**config.mk**
```make
export PLATFORM = sky130hd
export DESIGN_NAME = bit_stat_unit
export DESIGN_NICKNAME = d
export VERILOG_FILES = /design/src/rtl/bit_stat_pkg.sv /design/src/rtl/bs_shift_reg.sv /design/src/rtl/bit_stat_unit.sv
export SDC_FILE = /design/constraint.sdc
export NUM_CORES = 1
export LEC_CHECK = 0
export ABC_CLOCK_PERIOD_IN_PS = 1900
export BUFFER_PORTS_ARGS = -buffer_cell sky130_fd_sc_hd__buf_2
export CORE_AREA = 2 2 57 65
export DETAILED_ROUTE_END_ITERATION = 16
export DIE_AREA = 0 0 59 67
export PLACE_DENSITY = 0.63
export SYNTH_ARGS = -nofsm -noshare
export SYNTH_HDL_FRONTEND = slang
export SYNTH_SLANG_ARGS = --single-unit
```
**constraint.sdc**
```tcl
create_clock -name clk -period 1.9 [get_ports clk]
set_input_delay 0.19 -clock clk [delete_from_list [all_inputs] [get_ports clk]]
set_output_delay 0.19 -clock clk [all_outputs]
set_load 0.1 [all_outputs]
```
**src/rtl/bit_stat_pkg.sv**
```systemverilog
// Shared types and defaults for the bit statistics unit.
package bit_stat_pkg;

  localparam int BS_DATA_W_DEF = 8;

  typedef enum logic [1:0] {
    BS_ONES  = 2'b00,
    BS_ZEROS = 2'b01,
    BS_LZ    = 2'b10,
    BS_TZ    = 2'b11
  } bs_mode_t;

  typedef enum logic [1:0] {
    BS_IDLE = 2'b00,
    BS_RUN  = 2'b01,
    BS_DONE = 2'b10
  } bs_state_t;

endpackage

```
**src/rtl/bs_shift_reg.sv**
```systemverilog
// Operand register: parallel load takes priority over a left shift with zero fill.
module bs_shift_reg #(
  parameter int DATA_W = 8
) (
  input  logic              clk,
  input  logic              rst,
  input  logic              load,
  input  logic              shift_en,
  input  logic [DATA_W-1:0] data_in,
  output logic [DATA_W-1:0] q
);

  logic [DATA_W-1:0] reg_q;

  // Operand storage with synchronous reset
  always_ff @(posedge clk) begin
    if (rst) begin
      reg_q <= '0;
    end else if (load) begin
      reg_q <= data_in;
    end else if (shift_en) begin
      reg_q <= {reg_q[DATA_W-2:0], 1'b0};
    end else begin
      reg_q <= reg_q;
    end
  end

  assign q = reg_q;

endmodule

```
**src/rtl/bit_stat_unit.sv**
```systemverilog
// Serial bit statistics: counts ones, zeros, leading or trailing zeros by
// scanning the operand MSB-first, one bit per clock.
module bit_stat_unit
  import bit_stat_pkg::*;
#(
  parameter int DATA_W = BS_DATA_W_DEF,
  parameter int CNT_W  = $clog2(DATA_W + 1)
) (
  input  logic              clk,
  input  logic              rst,
  input  logic              start,
  input  logic [1:0]        mode,
  input  logic [DATA_W-1:0] data,
  output logic [CNT_W-1:0]  count,
  output logic              rdy,
  output logic              done
);

  localparam logic [CNT_W-1:0] FULL_CNT = CNT_W'(DATA_W);
  localparam logic [CNT_W-1:0] ONE_CNT  = {{(CNT_W-1){1'b0}}, 1'b1};

  bs_state_t         state_q, state_d;
  bs_mode_t          mode_q, mode_d;
  logic [CNT_W-1:0]  count_q, count_d;
  logic              rdy_q, rdy_d;
  logic              done_q, done_d;
  logic              ld_s, shift_s, counting_s;
  logic [DATA_W-1:0] rev_s, opnd_s, reg_s;

  // Trailing zeros become leading zeros once the operand is mirrored
  for (genvar i = 0; i < DATA_W; i++) begin : g_rev
    assign rev_s[i] = data[DATA_W-1-i];
  end

  // Operand pre-conditioning selected by the incoming mode
  always_comb begin
    opnd_s = data;
    case (bs_mode_t'(mode))
      BS_ZEROS: opnd_s = ~data;
      BS_TZ:    opnd_s = rev_s;
      default:  opnd_s = data;
    endcase
  end

  bs_shift_reg #(
    .DATA_W(DATA_W)
  ) u_shift (
    .clk     (clk),
    .rst     (rst),
    .load    (ld_s),
    .shift_en(shift_s),
    .data_in (opnd_s),
    .q       (reg_s)
  );

  assign counting_s = (mode_q == BS_ONES) || (mode_q == BS_ZEROS);

  // Next-state, count update and operand register control
  always_comb begin
    state_d = state_q;
    mode_d  = mode_q;
    count_d = count_q;
    ld_s    = 1'b0;
    shift_s = 1'b0;
    case (state_q)
      BS_IDLE: begin
        if (start) begin
          ld_s    = 1'b1;
          count_d = '0;
          mode_d  = bs_mode_t'(mode);
          state_d = BS_RUN;
        end else begin
          state_d = BS_IDLE;
        end
      end
      BS_RUN: begin
        if (counting_s) begin
          if (reg_s == '0) begin
            state_d = BS_DONE;
          end else begin
            count_d = count_q + {{(CNT_W-1){1'b0}}, reg_s[DATA_W-1]};
            shift_s = 1'b1;
          end
        end else begin
          // Leading-zero scan stops at the first one; an all-zero operand is full width
          if (reg_s == '0) begin
            count_d = FULL_CNT;
            state_d = BS_DONE;
          end else if (reg_s[DATA_W-1]) begin
            state_d = BS_DONE;
          end else begin
            count_d = count_q + ONE_CNT;
            shift_s = 1'b1;
          end
        end
      end
      BS_DONE: state_d = BS_IDLE;
      default: state_d = BS_IDLE;
    endcase
    rdy_d  = (state_d == BS_IDLE);
    done_d = (state_d == BS_DONE);
  end

  // State, latched mode, result and status flags
  always_ff @(posedge clk) begin
    if (rst) begin
      state_q <= BS_IDLE;
      mode_q  <= BS_ONES;
      count_q <= '0;
      rdy_q   <= 1'b1;
      done_q  <= 1'b0;
    end else begin
      state_q <= state_d;
      mode_q  <= mode_d;
      count_q <= count_d;
      rdy_q   <= rdy_d;
      done_q  <= done_d;
    end
  end

  assign count = count_q;
  assign rdy   = rdy_q;
  assign done  = done_q;

endmodule

```
==> results of run 1 <==
==> per-stage QoR <==
step	utilization	instances	hold slack, ns	cell area [µm²]
final	0.388	190	0.259	1260
after global routing	0.388	190	0.271	1260
after CTS	0.388	190	0.258	1260
after detailed placement	0.380	186	0.503	1230
after global placement	0.380	186	0.494	1230
after floorplan	-	138	0.409	1120
==> area by class of cell <==
class	count	area, µm²
Fill cell	360	1990
Multi-Input combinational cell	106	717
Sequential cell	17	342
Timing Repair Buffer	20	105
Tap cell	36	45.0
Clock buffer	4	26.3
Inverter	7	26.3
==> power groups by stage <==
stage | sequential, W | combinational, W | clock [W]
after floorplan | 0.000453 | 0.000176 | 0
after global placement | 0.000428 | 0.000256 | 0
after global routing | 0.000427 | 0.000293 | 0.000210
final | 0.000421 | 0.000265 | 0.000192
after CTS | 0.000422 | 0.000265 | 0.000203
after detailed placement | 0.000430 | 0.000264 | 0
==> cells in the mapped netlist (2+ instances only) <==
cell type,number
nand2_1,26
dfxtp_1,17
a211oi_1,9
a21oi_1,8
a311oi_1,7
inv_1,7
mux2i_1,6
nor2_1,6
nor2b_1,6
o211ai_1,5
o21ai_0,5
buf_2,4
clkbuf_1,4
nand2b_1,4
and3_1,3
ha_1,3
a21boi_0,2
nor4_4,2
==> state kept, by name, summed over array words and instances (netlist names) <==
register / flops
u_shift.q: 8
count: 4
state_q: 2
done: 1
mode_q: 1
rdy: 1
==> cells by family (layout without fill, tap and decap cells) <==
kind of cell / Yosys count / count (layout) / synth area share
multiplexers: 6 / 6 / 0.0537
AND/OR/NAND/NOR: 53 / 53 / 0.261
AO/OA/AOI/OAI: 44 / 44 / 0.293
flip-flops: 17 / 17 / 0.304
adder cells (fa/ha/maj): 3 / 3 / 0.0336
buffers and inverters: 15 / 31 / 0.0548
==> path summary, 6_finish.rpt <==
path | startpoint | to | slack, ns | cells past startpoint
worst min-delay path | data[0] | u_shift.q[0]$_SDFFE_PP0P_ | 0.26 | 3
worst max register to register | state_q[0]$_SDFF_PP0_ | count[1]$_SDFFE_PP0P_ | 0.25 | 4
worst max-delay path | state_q[0]$_SDFF_PP0_ | count[1]$_SDFFE_PP0P_ | 0.25 | 4
worst min register to register | mode_q[1]$_SDFFE_PP0N_ | mode_q[1]$_SDFFE_PP0N_ | 0.51 | 2
==> routing by layer <==
| layer | part of all wire | up-vias |
|---|---|---|
| li1 | - | 546 |
| met1 | 0.47 | 487 |
| met2 | 0.49 | 22 |
| met3 | 0.030 | 2 |
| met4 | 0.0064 | 0 |
| met5 | 0 | - |
==> layout by cell type, fill, tap and decap left out, drive strengths merged, types with 4 or more instances in the layout <==
cell | Yosys | final
nor2b | 6 | 6
o21ai | 5 | 5
a21oi | 9 | 9
nand2 | 26 | 26
inv | 7 | 7
dfxtp | 17 | 17
mux2i | 6 | 6
buf | 4 | 20
nor2 | 6 | 6
clkbuf | 4 | 4
a311oi | 7 | 7
o211ai | 5 | 5
a211oi | 9 | 9
nand2b | 4 | 4
==> tightest hold or removal path, stage by stage <==
cell,delay (ns)
buf_2,0.10
o211ai_1,0.08
a21oi_1,0.14
==> out/results.ini, run 1 <==
[run_status]
status = finished, final reports clean

[power]
powerDensity_nw_per_um2 = 697
p_seq_frac = 0.480
p_switching_w = 0.000315
comb_power_share = 0.302
clockPowerShare = 0.219
p_leak_nw = 0.502
swShare = 0.359
intPower_w = 0.000564
ir_drop_mv = 0.250
finalPower_w = 0.000879

[worst_setup_path]
path_class = reg2reg
path_max_fanout = 20
crit_family = simple AND/OR/NAND/NOR gates
crit_slowest_cell = or3b_4
critPathBufInv = 0
arrival_ns = 1.83
crit_required_ns = 2.08
start_kind = flop
crit_chain = or3b_4 > and4_4 > o41ai_1 > a21oi_1
endpoint_kind = flop
max_stage_delay_ns = 0.53

[cells_and_area]
drive_gt1_frac = 0.201
nNetsFinal = 171
n_antenna_cell = 0
syn_to_final_growth_pct = 12.8

[yosys]
ys_warn_count = 0
syn_inst = 138
synth-seq-area-share = 0.304
synthTopCellsByArea = dfxtp_1 (30%), nand2_1 (8.7%), a211oi_1 (6.0%)
synth_nets = 154
synth_edf_count = 0
yosys_most_used_dff = dfxtp_1
synth_top_area_share = 0.304
synth_cell_types = 32
netlist_area_um2 = 1120
synth-seq-cells = 17
async_flop_share = 0
synth_top_area_cell = dfxtp_1
syn_avg_cell_area_um2 = 8.11

[routing]
drc = 0
route.vias.total = 1057
drtAntennaViolNets = 0
wire_per_inst_um = 13.2
viasPerCell = 5.56
dr.pass1.iters = 4
drtIter0Drc = 40
routed_wl_mm = 2.51

[placement]
port_buffers = 18
hpwl_mm = 1.88
place_congestion = 0.805
place_ws_ns = 0.239

[job]
maxCapViolCount = 0

[clock_tree]
cts_tree = done
clock_latency_ns = 0.29
ctsHoldBuffers = 0
cts.path.max_buffers = 2
cts_made_buffers = 3
cts_resized = 0
cts.sinks = 17
cts-root-buf = clkbuf_4
path_clk_slew_ns = 0.10
htree_levels = 1
postCtsSetupRepairBufs = 0

[sta]
fin_worst_skew_ns = 0.00745
slew_viol_final = 0
setup-violations-final = 0
worstMarginPinSlew_ns = 0.475
finalHoldViolCount = 0
setup_tns_ns = 0
finalCriticalPeriod_ns = 1.65
rsz0062_at_grt = no
fmax_ghz = 0.605
relSlewSlack = 0.681
post-route-period-util = 0.869
fin_ws_ns = 0.248

[hold_path]
hold_path.class = in2reg

[global_routing]
gr-usage-met3 = 0.0175
use_met2 = 0.258
grt_max_degree = 21
grt_usage = 0.143
grt_pass1_vias = 1016
globalRouteOverflowTotal = 0
grt-busiest-layer = met2
grt_first_pass_wirelength_mm = 4.44
antenna_found_initial = 0
met1_usage = 0.172

[die]
coreArea_um2 = 3250
die_x_um = 59
initial_core_util = 0.344
die_h_um = 67
io_pins = 19
rows = 22
die-area_um2 = 3950

Power figures use the tool's default switching activity.
==> run 2, diff against run 1 <==
--- a/config.mk
+++ b/config.mk
@@ -7,10 +7,12 @@
 export LEC_CHECK = 0
 export ABC_CLOCK_PERIOD_IN_PS = 1900
 export BUFFER_PORTS_ARGS = -buffer_cell sky130_fd_sc_hd__buf_2
-export CORE_AREA = 2 2 57 65
+export CELL_PAD_IN_SITES_DETAIL_PLACEMENT = 2
+export CELL_PAD_IN_SITES_GLOBAL_PLACEMENT = 2
+export CORE_AREA = 2 2 60 68
 export DETAILED_ROUTE_END_ITERATION = 16
-export DIE_AREA = 0 0 59 67
-export PLACE_DENSITY = 0.63
+export DIE_AREA = 0 0 62 70
+export PLACE_DENSITY = 0.85
 export SYNTH_ARGS = -nofsm -noshare
 export SYNTH_HDL_FRONTEND = slang
 export SYNTH_SLANG_ARGS = --single-unit
==> run 2 against run 1 <==
Clock-buffer cell count shrank 1. Final cell count is 8.9% higher. Maximum frequency increased by 1.9%. Core utilization decreased by 4.0 points. Final area grew 3.8%. Die area rose by 9.8%. Register-to-register slack improved by 0.03 ns. Clock skew shrank 0.0049 ns. Combinational power increased by 5%. Critical path depth unchanged. Highest routed layer unchanged.
==> out/results.ini, run 2 (synthesis results as in run 1) <==
[power]
powerDensity_nw_per_um2 = 755  ; was 697 nW/µm²
finalPower_w = 0.000988  ; was 0.000879 W
p_leak_nw = 0.517  ; was 0.502 nW
ir_drop_mv = 0.257  ; was 0.250 mV

[clock_tree]
cts_made_buffers = 3  ; unchanged
cts-root-buf = clkbuf_8  ; was clkbuf_4
cts.sinks = 17  ; unchanged
cts_tree = done  ; unchanged
htree_levels = 1  ; unchanged
cts.path.max_buffers = 2  ; unchanged
ctsHoldBuffers = 0  ; unchanged
clock_latency_ns = 0.26  ; was 0.29 ns
path_clk_slew_ns = 0.07  ; was 0.10 ns
cts_resized = 0  ; unchanged
postCtsSetupRepairBufs = 0  ; unchanged

[cells_and_area]
fillers = 444  ; was 360
multi_input_area_um2 = 717  ; unchanged
syn_to_final_growth_pct = 17.0  ; was 12.8%
n_antenna_cell = 0  ; unchanged
mostFrequentLayoutCells = nand2_1 (26), buf_2 (18), dfxtp_1 (16)  ; unchanged
nNetsFinal = 172  ; was 171
drive_gt1_frac = 0.213  ; was 0.201
seq_area_um2 = 342  ; unchanged
stdcell_count = 207  ; was 190
layout_commonest_cell = nand2_1  ; unchanged
largest_reg_flops = 8  ; unchanged
fin_util = 0.349  ; was 0.388

[placement]
place_congestion = 0.791  ; was 0.805
dp_cells = 203  ; was 186
port_buffers = 18  ; unchanged
place_ws_ns = 0.286  ; was 0.239 ns
hpwl_mm = 2.75  ; was 1.88 mm

[die]
die_x_um = 62  ; was 59 µm
coreArea_um2 = 3750  ; was 3250 µm²
rows = 24  ; was 22
die_h_um = 70  ; was 67 µm
initial_core_util = 0.298  ; was 0.344
die-area_um2 = 4340  ; was 3950 µm²
io_pins = 19  ; unchanged

[routing]
route.vias.total = 1129  ; was 1057
dr.pass1.iters = 4  ; unchanged
routed_wl_mm = 3.43  ; was 2.51 mm
drtIter0Drc = 32  ; was 40
viasPerCell = 5.45  ; was 5.56
wire_per_inst_um = 16.6  ; was 13.2 µm
drtAntennaViolNets = 0  ; unchanged
drc = 0  ; unchanged

[hold_path]
min_to = u_shift.q[0]$_SDFFE_PP0P_  ; unchanged
hold_path.class = in2reg  ; unchanged
hold_path_startpoint = data[0]  ; unchanged
min_path_cells = 3  ; unchanged

[sta]
setup-violations-final = 0  ; unchanged
relSlewSlack = 0.668  ; was 0.681
fin_worst_skew_ns = 0.00254  ; was 0.00745 ns
worstMarginPinSlew_ns = 0.495  ; was 0.475 ns
fmax_ghz = 0.617  ; was 0.605 GHz
finalHoldViolCount = 0  ; unchanged
fin_ws_ns = 0.280  ; was 0.248 ns
post-route-period-util = 0.853  ; was 0.869
rsz0062_at_grt = no  ; unchanged
finalCriticalPeriod_ns = 1.62  ; was 1.65 ns
slew_viol_final = 0  ; unchanged
setup_tns_ns = 0  ; unchanged

[worst_setup_path]
endpoint_kind = flop  ; unchanged
r2r-end = count[0]$_SDFFE_PP0P_  ; was count[1]$_SDFFE_PP0P_
start_kind = flop  ; unchanged
crit_required_ns = 2.08  ; about the same
worst-r2r-cell-count = 4  ; unchanged
arrival_ns = 1.80  ; was 1.83 ns
path_max_fanout = 14  ; was 20
path_class = reg2reg  ; unchanged
r2r_slack_ns = 0.28  ; was 0.25 ns
r2r-start = state_q[1]$_SDFF_PP0_  ; was state_q[0]$_SDFF_PP0_

[global_routing]
antenna_found_initial = 0  ; unchanged
grt_max_degree = 17  ; was 21
grt_usage = 0.173  ; was 0.143
grt_pass1_vias = 1245  ; was 1016
globalRouteOverflowTotal = 0  ; unchanged
grt_first_pass_wirelength_mm = 5.69  ; was 4.44 mm

[job]
maxCapViolCount = 0  ; unchanged

[run_status]
status = finished, final reports clean  ; unchanged

==> run 2: changes by cell type in the layout (fill, tap and decap cells not counted) <==
cell | previous run | this run
buf_4 | 2 | 3
clkinv_2 | 0 | 1
clkbuf_8 | 0 | 3
clkbuf_4 | 3 | 0
clkbuf_1 | 1 | 0
==> run 2: per-layer routing <==
metal	track usage	vias up	routed length, µm
met4	0.0709	0	72
met1	0.189	553	1360
met5	0	-	0
met2	0.315	28	1870
li1	-	543	-
met3	0.0241	5	129
==> run 2: per-stage QoR <==
step           hold WS [ns]  instance area [µm²]
2_1_floorplan         0.409                 1120
3_3_place_gp          0.503                 1260
3_5_place_dp          0.528                 1260
4_1_cts               0.285                 1310
5_1_grt               0.321                 1310
6_report              0.290                 1310
==> run 2: critical path, cell delays in order, from the launching register on <==
cell,delay [ns]
dfxtp_1,0.36
or3b_4,0.44
buf_4,0.21
a21oi_2,0.25
mux2i_1,0.26
==> run 2: area by class of cell <==
class	instances	area share
clock buffer	3	0.0315
clock inverter	1	0.00382
inverter	7	0.0201
multi-input combinational	106	0.548
timing repair buffer	21	0.0860
sequential	17	0.261
tap	52	0.0497
==> run 2: report_power, final <==
part	internal, W	leakage [nW]	switching (W)
clock	0.000146	0.0255	0.000139
sequential	0.000386	0.140	0.0000374
combinational	0.0000998	0.352	0.000180
==> run 2: how the worst max path moves through the flow <==
stage / startpoint / slack, ns / to
2_1_floorplan: count[1]$_SDFFE_PP0P_ / 0.06 / count[1]$_SDFFE_PP0P_
3_3_place_gp: state_q[0]$_SDFF_PP0_ / 0.38 / count[1]$_SDFFE_PP0P_
3_5_place_dp: state_q[0]$_SDFF_PP0_ / 0.29 / count[1]$_SDFFE_PP0P_
4_1_cts: state_q[1]$_SDFF_PP0_ / 0.27 / count[0]$_SDFFE_PP0P_
5_1_grt: state_q[1]$_SDFF_PP0_ / 0.19 / count[0]$_SDFFE_PP0P_
6_report: state_q[1]$_SDFF_PP0_ / 0.28 / count[0]$_SDFFE_PP0P_
==> run 3, diff against run 2 <==
--- a/config.mk
+++ b/config.mk
@@ -12,6 +12,7 @@
 export CORE_AREA = 2 2 60 68
 export DETAILED_ROUTE_END_ITERATION = 16
 export DIE_AREA = 0 0 62 70
+export MAX_ROUTING_LAYER = met4
 export PLACE_DENSITY = 0.85
 export SYNTH_ARGS = -nofsm -noshare
 export SYNTH_HDL_FRONTEND = slang
==> run 3 against run 2 <==
Global-route usage up 0.45 points. Largest cell class unchanged. Core utilization unchanged. Via count unchanged. Die area unchanged. Maximum frequency about the same. First-iteration DRC count up 16%. Combinational power about the same. Final area unchanged. Hold slack worse by 0.00070 ns. Critical path depth unchanged. Power about the same. Sequential share of layout area unchanged.
==> out/results.ini, run 3 (synthesis results as in run 1) <==
[worst_setup_path]
arrival_ns = 1.80  ; about the same
r2r_slack_ns = 0.28  ; about the same
worst-r2r-cell-count = 4  ; unchanged
endpoint_kind = flop  ; unchanged
start_kind = flop  ; unchanged
crit_required_ns = 2.08  ; about the same
path_class = reg2reg  ; unchanged
path_max_fanout = 14  ; unchanged

[routing]
viasPerCell = 5.45  ; unchanged
dr.pass1.iters = 4  ; unchanged
drtAntennaViolNets = 0  ; unchanged
drc = 0  ; unchanged
drtIter0Drc = 37  ; was 32
routed_wl_mm = 3.43  ; about the same
route.vias.total = 1129  ; unchanged
wire_per_inst_um = 16.6  ; about the same

[sta]
worstMarginPinSlew_ns = 0.495  ; about the same
fmax_ghz = 0.617  ; about the same
finalHoldViolCount = 0  ; unchanged
fin_worst_skew_ns = 0.00254  ; about the same
finalCriticalPeriod_ns = 1.62  ; about the same
setup-violations-final = 0  ; unchanged
relSlewSlack = 0.668  ; about the same
rsz0062_at_grt = no  ; unchanged
post-route-period-util = 0.853  ; about the same
setup_tns_ns = 0  ; unchanged
slew_viol_final = 0  ; unchanged

[clock_tree]
htree_levels = 1  ; unchanged
cts.path.max_buffers = 2  ; unchanged
path_clk_slew_ns = 0.07  ; about the same
clock_latency_ns = 0.26  ; about the same
cts_made_buffers = 3  ; unchanged
postCtsSetupRepairBufs = 0  ; unchanged
cts_resized = 0  ; unchanged
cts-root-buf = clkbuf_8  ; unchanged
cts_tree = done  ; unchanged
ctsHoldBuffers = 0  ; unchanged
cts.sinks = 17  ; unchanged

[die]
die-area_um2 = 4340  ; unchanged
io_pins = 19  ; unchanged
initial_core_util = 0.298  ; unchanged
die_h_um = 70  ; unchanged
coreArea_um2 = 3750  ; unchanged
die_x_um = 62  ; unchanged
rows = 24  ; unchanged

[cells_and_area]
drive_gt1_frac = 0.213  ; unchanged
layout_commonest_cell = nand2_1  ; unchanged
nNetsFinal = 172  ; unchanged
syn_to_final_growth_pct = 17.0  ; unchanged
design_area_um2 = 1310  ; unchanged
largest_reg_flops = 8  ; unchanged
mostFrequentLayoutCells = nand2_1 (26), buf_2 (18), dfxtp_1 (16)  ; unchanged
n_antenna_cell = 0  ; unchanged
stdcell_count = 207  ; unchanged

[hold_path]
min_path_cells = 3  ; unchanged
hold_path.class = in2reg  ; unchanged

[global_routing]
grt_max_degree = 17  ; unchanged
globalRouteOverflowTotal = 0  ; unchanged
grt_pass1_vias = 1245  ; unchanged
grt_usage = 0.178  ; was 0.173
antenna_found_initial = 0  ; unchanged
grt_first_pass_wirelength_mm = 5.69  ; unchanged

[job]
maxCapViolCount = 0  ; unchanged

[placement]
dp_cells = 203  ; unchanged
port_buffers = 18  ; unchanged
place_congestion = 0.802  ; was 0.791
hpwl_mm = 2.75  ; unchanged
place_area_um2 = 1260  ; unchanged

[power]
powerDensity_nw_per_um2 = 755  ; about the same
ir_drop_mv = 0.257  ; about the same
p_leak_nw = 0.517  ; unchanged

[run_status]
status = finished, final reports clean  ; unchanged

## run 3: cell counts in the layout (fill, tap and decap cells not counted)
No cell type changed its count.
## run 3: final timing paths
path / start / to
worst max-delay path: state_q[1]$_SDFF_PP0_ / count[0]$_SDFFE_PP0P_
worst min-delay path: data[0] / u_shift.q[0]$_SDFFE_PP0P_
worst max register to register: state_q[1]$_SDFF_PP0_ / count[0]$_SDFFE_PP0P_
worst min register to register: mode_q[1]$_SDFFE_PP0N_ / mode_q[1]$_SDFFE_PP0N_
## run 3: routing by layer
metal,track usage,share of wire,vias up
li1,-,-,543
met1,0.189,0.40,553
met2,0.315,0.55,28
met3,0.0241,0.037,5
met4,0.0709,0.021,0
met5,-,0,-
## run 3: worst max-delay path, cell delays in order (launching register included)
cell and delay, ns:
dfxtp_1 0.36, or3b_4 0.44, buf_4 0.21, a21oi_2 0.25, mux2i_1 0.26
## run 3: area by class of cell
cell class	instances	area, µm²
Fill cell	444	2440
Multi-Input combinational cell	106	717
Sequential cell	17	342
Timing Repair Buffer	21	113
Tap cell	52	65.1
Clock buffer	3	41.3
Inverter	7	26.3
Clock inverter	1	5.00
## run 3: where the power goes
group	switching, W	leakage [nW]	internal (W)	total [W]
clock network	0.000139	0.0255	0.000146	0.000286
logic	0.000180	0.352	0.0000998	0.000279
registers	0.0000374	0.140	0.000386	0.000423
## run 3: through the flow
stage               hold WS (ns)   util  total power [W]  worst slack, ns
floorplan                  0.409      -         0.000629           0.0553
global placement           0.503  0.336         0.000692            0.381
detailed placement         0.528  0.336         0.000713            0.286
CTS                        0.285  0.349          0.00101            0.266
global route               0.321  0.349          0.00105            0.189
finish                     0.290  0.349         0.000988            0.280
